## config.mk

```make
export PLATFORM = sky130hd
export DESIGN_NAME = approx_mul_err_sweep
export DESIGN_NICKNAME = d
export VERILOG_FILES = /design/src/rtl/approx_mul_err_sweep.sv
export SDC_FILE = /design/constraint.sdc
export NUM_CORES = 1
export LEC_CHECK = 0
export CAP_MARGIN = 30
export CORE_MARGIN = 10
export CORE_UTILIZATION = 59
export CTS_BUF_LIST = sky130_fd_sc_hd__clkbuf_2 sky130_fd_sc_hd__clkbuf_4 sky130_fd_sc_hd__clkbuf_8
export DETAILED_ROUTE_END_ITERATION = 12
export GPL_TIMING_DRIVEN = 1
export PLACE_DENSITY = 0.9
export SYNTH_ARGS = -nofsm -noshare
export SYNTH_HDL_FRONTEND = slang
export SYNTH_SLANG_ARGS = --single-unit
```

## constraint.sdc

```tcl
create_clock -name clk -period 6 [get_ports clk]
set_input_delay 0.6 -clock clk [delete_from_list [all_inputs] [get_ports clk]]
set_output_delay 0.6 -clock clk [all_outputs]
set_load 0.05 [all_outputs]
```

## src/rtl/approx_mul_err_sweep.sv

```systemverilog
// Exhaustive error sweep for an NxN approximate multiplier.
// Walks every operand pair and accumulates error statistics.
module approx_mul_err_sweep #(
    parameter int N = 8
) (
    input  logic             clk,
    input  logic             rst,
    input  logic             start,
    output logic [N-1:0]     op_a,
    output logic [N-1:0]     op_b,
    input  logic [2*N-1:0]   prod_in,
    output logic             busy,
    output logic             done,
    output logic [2*N:0]     err_cnt,
    output logic [2*N-1:0]   max_ed,
    output logic [4*N:0]     sum_ed,
    output logic [4*N+1:0]   sum_err
);

    localparam int W = 2 * N;

    typedef enum logic [1:0] {
        IDLE,
        RUN,
        DRAIN,
        DONE
    } state_t;

    state_t       state;
    state_t       nxt;
    logic [W-1:0] idx;
    logic         dcnt;
    logic         go;
    logic         last;

    logic         v1;
    logic [W-1:0] p1;
    logic [W-1:0] e1;
    logic [W-1:0] exact;

    logic [W:0]   diff;
    logic [W-1:0] ed;

    assign go    = start && (state == IDLE || state == DONE);
    assign last  = &idx;
    assign op_a  = idx[W-1:N];
    assign op_b  = idx[N-1:0];
    assign busy  = (state == RUN) || (state == DRAIN);
    assign done  = (state == DONE);
    assign exact = W'(op_a) * W'(op_b);

    assign diff  = {1'b0, p1} - {1'b0, e1};
    assign ed    = (p1 >= e1) ? (p1 - e1) : (e1 - p1);

    // Next-state: sweep until the all-ones index, then flush two cycles.
    always_comb begin
        nxt = state;
        unique case (state)
            IDLE:    if (start) nxt = RUN;
            RUN:     if (last)  nxt = DRAIN;
            DRAIN:   if (dcnt)  nxt = DONE;
            DONE:    if (start) nxt = RUN;
            default: nxt = IDLE;
        endcase
    end

    // State register.
    always_ff @(posedge clk) begin
        if (rst) state <= IDLE;
        else     state <= nxt;
    end

    // Operand index walks {a,b}; holds at all-ones after the last pair.
    always_ff @(posedge clk) begin
        if (rst) begin
            idx  <= '0;
            dcnt <= 1'b0;
        end else begin
            if (go)
                idx <= '0;
            else if (state == RUN && !last)
                idx <= idx + W'(1);
            dcnt <= (state == DRAIN) ? ~dcnt : 1'b0;
        end
    end

    // S1: capture the approximate and exact products of the presented pair.
    always_ff @(posedge clk) begin
        if (rst) begin
            v1 <= 1'b0;
            p1 <= '0;
            e1 <= '0;
        end else begin
            v1 <= (state == RUN);
            p1 <= prod_in;
            e1 <= exact;
        end
    end

    // S2: fold the captured error into the running statistics.
    always_ff @(posedge clk) begin
        if (rst || go) begin
            err_cnt <= '0;
            max_ed  <= '0;
            sum_ed  <= '0;
            sum_err <= '0;
        end else if (v1) begin
            err_cnt <= err_cnt + (W+1)'(ed != '0);
            if (ed > max_ed)
                max_ed <= ed;
            sum_ed  <= sum_ed + (4*N+1)'(ed);
            sum_err <= sum_err + {{(W+1){diff[W]}}, diff};
        end
    end

endmodule

```

Yosys cells after proc, flatten, opt, wreduce, memory -nomap -nowiden
Cells that the tools add are included.

Register bits: 152. Bits in latches: 0. RAM bits: 0. Memory bits (read-only): 0. Bits of input ports: 19. Output and inout bits: 118. Word-level logic and storage cells: 47. Memories kept: 0.

Add/sub/neg operators: 7. Multipliers: 1. Div/mod/pow operators: 0. Magnitude comparators: 2. Eq/ne operators: 6. Shifts and indexed selects: 0. Multiplexer cells: 5. Bitwise gates (word level): 2. Reductions and logical operators: 14.

Operator list (count): $add 34x34->34 (1); $add 33x16->33 (1); $sub 16x16->16 (2); $add 17x1->17 (1); $sub 16x16->17 (1); $add 16x1->16 const B (1); $ge 16x16->1 (1); $gt 16x16->1 (1); $mul 8x8->16 (1); $mux 16 (1); $reduce_and 16->1 (1); $reduce_bool 16->1 (1); $mux 2 (3); $pmux 2 s3 (1); $reduce_or 2->1 (3); $eq 2x2->1 const B (2); $ne 2x2->1 const B (2); $logic_or 1x1->1 (3); $reduce_and 3->1 (1); $eq 2x1->1 const B (1); $logic_and 1x1->1 (2); $logic_not 2->1 (1); $ne 2x1->1 const B (1); $not 1->1 (2); other kinds (2) (2).

Longest topological paths before layout
Depth in word-level cells: 4. Mapped depth: 27.

Worst setup path before layout
OpenSTA, ideal clock, no wires.

Path type: reg2reg. Start point: reg idx[8]. End point: reg e1[15]. Library setup time: 0.124 ns. Arrival time: 4.950 ns. Required time: 5.876 ns. Path slack: 0.926 ns. Cell stages (with the launch flop): 21. Clock period less this slack: 5.074 ns. Path through: dfxtp_1 clkbuf_1 nand2_1 fa_1 fa_1 inv_1 fa_1 inv_1 fa_1 inv_1 ha_1 a21boi_0 o21ai_0 a21boi_0 o21ai_0 a21oi_1 o21ai_0 a21boi_0 o21a_1 o21ai_0 o31ai_1.

Cells in the longest elaborated chain, start to end: 1.

RTL lines: start: declaration (RTL line 31) `logic [W-1:0] idx;`; start signal: assignment (RTL line 82) `idx <= idx + W'(1);`; $mul 8x8->16 (RTL line 50) `assign exact = W'(op_a) * W'(op_b);`; end signal: assignment (RTL line 96) `e1 <= exact;`; end: declaration (RTL line 38) `logic [W-1:0] e1;`.

Every way passes these cells. A chain may end at the register's enable or synchronous reset.

Worst setup path after layout
Start point: reg e1[0]. End point: reg sum_ed[32].

Cells in the longest elaborated chain, start to end: 3. Elaborated cells on any way between the ends: 5. Those cells by class: 3 x add/sub; 1 x order compare; 1 x mux.

RTL lines: $sub 16x16->16 or $ge 16x16->1 (tied branches) (RTL line 53) `assign ed = (p1 >= e1) ? (p1 - e1) : (e1 - p1);`; $mux 16 (*) (RTL line 53); $add 33x16->33 (*) (RTL line 111) `sum_ed <= sum_ed + (4*N+1)'(ed);`; end signal: assignment (RTL line 111); end: declaration (RTL line 16) `output logic [4*N:0] sum_ed,`.

Every way passes the cells marked *; elsewhere a longest branch is shown, timed or not.

==> impl_metrics.env <==
export IMPL_p_seq_frac=0.345
export IMPL_power_w=0.003298
export IMPL_avgSynthCellArea_um2=8.121
export IMPL_area_growth_pct=15.70
export IMPL_p_int_w=0.001951
export IMPL_synth_edf_count=0
export IMPL_slew_violations=0
export IMPL_worstSetupEndpointType="flip-flop"
export IMPL_netlist_area_leader_share=0.2459
export IMPL_worst_hold_path_type="reg -> reg"
export IMPL_coreArea_um2=20430
export IMPL_start_kind="flip-flop"
export IMPL_crit_path_cell_trace="ha_1 > inv_1 > fa_1 > nand3_1 > and3_1 > o22ai_2 > nor3_4 > mux2i_1 > fa_1 > nand2b_1 > o21ai_0 > a211oi_1 > mux2_2 > inv_1 > maj3_2 > o21ai_2 > o22ai_1 > a221o_1 > or4b_1 > nand3_1"
export IMPL_cts_tree="yes"
export IMPL_dieArea_um2=27170
export IMPL_initial_core_util=0.6058
export IMPL_p_leak_nw=6.072
export IMPL_hpwl_um=23660
export IMPL_grt_max_degree=88
export IMPL_arrival_ns=6.04
export IMPL_synthFlopType="dfxtp_1"
export IMPL_required_ns=6.40
export IMPL_wl_per_cell_um=16.33
export IMPL_critical_path_top_delay_family="simple AND/OR/NAND/NOR gates"
export IMPL_ios=137
export IMPL_final_common_cell="nor2_1"
export IMPL_firstDrtPassIters=6
export IMPL_grt_setup_unrepaired="no"
export IMPL_diodes=0
export IMPL_crit_type="reg -> reg"
export IMPL_ctsRootBufferMaster="clkbuf_8"
export IMPL_yosysSeqAreaShare=0.2459
export IMPL_finalClockSkew_ns=0.01747
export IMPL_nNetsFinal=1817
export IMPL_syn_inst=1524
export IMPL_critPathMaxStageDelay_ns=0.60
export IMPL_tightestPinTransition_ns=0.9157
export IMPL_ant_nets=0
export IMPL_drc=0
export IMPL_routed_via_density=5.793
export IMPL_synth_cell_types=77
export IMPL_gp_congestion=0.9277
export IMPL_layout_common_cells="166 x nor2_1, 159 x inv_1, 151 x dfxtp_1, 136 x ha_1, 136 x clkdlybuf4s50_1"
export IMPL_ys_ff_latch=152
export IMPL_path_buf_inv=2
export IMPL_synth_nets=1719
export IMPL_power_frac_clock=0.251
export IMPL_ys_warn_count=0
export IMPL_drt_initial_drc_count=698
export IMPL_dp_cells=1873
export IMPL_hold_viol_final=0
export IMPL_vias=11035
export IMPL_portBuffers=136
export IMPL_cts_max_level=4
export IMPL_path_max_fanout=15
export IMPL_min_period_ns=5.636
export IMPL_fmax_mhz=177.4
export IMPL_ys_async_sr_fraction=0
export IMPL_instances_no_fill=1905
export IMPL_cts_buffers=17
export IMPL_clock_sinks=152
export IMPL_switchingPower_w=0.001347
export IMPL_max_slew_margin=0.3895
export IMPL_outcome="completed"
export IMPL_final_layout_size_suffix_gt1_frac=0.04281
export IMPL_grt_pass1_vias=10633
export IMPL_rows=52
export IMPL_clkSlewWorstSetupHoldPaths_ns=0.10
export IMPL_synthTopCellsByArea="dfxtp_1 25%, ha_1 14%, fa_1 6.5%, nor2_1 5.0%, inv_1 4.8%"
export IMPL_antenna_found_initial=0
export IMPL_final_setup_tns_ns=0
export IMPL_setup_violations_final=0
export IMPL_switching_share=0.4084
export IMPL_die_h_um=164.8
export IMPL_clk_latency_ns=0.46
export IMPL_maxCapViolations=0
export IMPL_track_usage=0.2221
export IMPL_powerDensity_nw_per_um2=230.3
export IMPL_netlist_area_um2=12380
export IMPL_ir_worst_vdd_mv=0.2683
export IMPL_fp_dieW_um=164.8
export IMPL_slowest_stage="nor3_4"
export IMPL_min_period_over_period=0.9393
export IMPL_grt_pass1_wl_um=50430
export IMPL_combPwrFrac=0.405
export IMPL_yosys_area_top_type="dfxtp_1"
export IMPL_grt_ovfl_total=0
export IMPL_wl_um=31120
export IMPL_clock_path_buffers=2
[cells in the mapped netlist (9+ instances only)]
cell type  number
buf_2          12
nor2_1        166
o21a_1          9
fa_1           40
and2_1         51
inv_1         159
nor3_1         43
buf_1          10
xnor2_1        62
xor2_1         43
a211oi_1       18
nand4_1        19
o21ai_0        46
ha_1          136
nand3_1        57
nand2_1        90
dfxtp_1       152
clkbuf_1       43
o31ai_1        20
a21o_1         36
o21bai_1       15
a21oi_1        86
nor2b_1        31
a31oi_1        10
mux2i_1        35
and3_1         17
[path summary, 6_finish.rpt]
kind	startpoint	endpoint	slack (ns)	cells past startpoint
worst min register to register	dcnt$_SDFF_PP0_	dcnt$_SDFF_PP0_	0.44	1
worst max register to register	e1[0]$_SDFF_PP0_	sum_ed[32]$_SDFFE_PP0P_	0.36	20
worst min-delay path	dcnt$_SDFF_PP0_	dcnt$_SDFF_PP0_	0.44	1
worst max-delay path	e1[0]$_SDFF_PP0_	sum_ed[32]$_SDFFE_PP0P_	0.36	20
[per-layer routing]
| metal | GRT usage | routed length, um | part of all wire | up-vias |
|---|---|---|---|---|
| met4 | 0.08454 | 888 | 0.029 | 0 |
| li1 | - | - | - | 5404 |
| met3 | 0.03933 | 1862 | 0.060 | 61 |
| met1 | 0.2643 | 13200 | 0.42 | 5212 |
| met2 | 0.3898 | 15170 | 0.49 | 358 |
| met5 | 0 | 0 | 0 | - |
[stage by stage]
stage,hold WS [ns],area [um^2],util,setup WS (ns)
finish,0.4354,14320,0.7009,0.3641
global route,0.4509,14320,0.7009,0.01920
CTS,0.4362,14300,0.7000,0.3288
floorplan,0.3979,12380,-,0.9257
detailed placement,0.4139,13890,0.6799,0.3397
global placement,0.4068,13890,0.6799,0.4799
[cell type report]
cell class / count / area (um^2)
fill: 1594 / 6110
timing repair buffer: 147 / 1444
clock buffer: 20 / 269.0
inverter: 162 / 608.1
clock inverter: 12 / 142.6
sequential: 152 / 3044
tap: 270 / 337.8
multi-input combinational: 1142 / 8474
[power by group through the flow]
stage	clock network, W	logic [W]	registers (W)
2_1_floorplan	0	0.000830	0.00130
3_3_place_gp	0	0.00128	0.00116
3_5_place_dp	0	0.00131	0.00116
4_1_cts	0.000840	0.00132	0.00113
5_1_grt	0.000884	0.00145	0.00114
6_report	0.000827	0.00133	0.00114
[repair_timing]
| item | CTS | global route |
|---|---|---|
| endpoints found under the hold margin | 0 | 0 |
| setup buffers | 0 | 0 |
| gates resized for setup | 0 | 6 |
| setup endpoints to repair | 0 | 7 |
| hold buffers | 0 | 0 |
[cells by family after synthesis]
group,synth area share
compound gates,0.1645
xor+xnor,0.07693
fa+ha+maj,0.2072
buf+inv,0.07188
flops,0.2459
mux,0.02922
simple gates,0.2044
[registers in the layout, indices dropped and copies added (netlist names)]
signal and cells:
sum_err 34, sum_ed 33, err_cnt 17, e1 16
idx 16, max_ed 16, p1 16, state 2
dcnt 1, v1 1
Power figures use the tool's default switching activity.
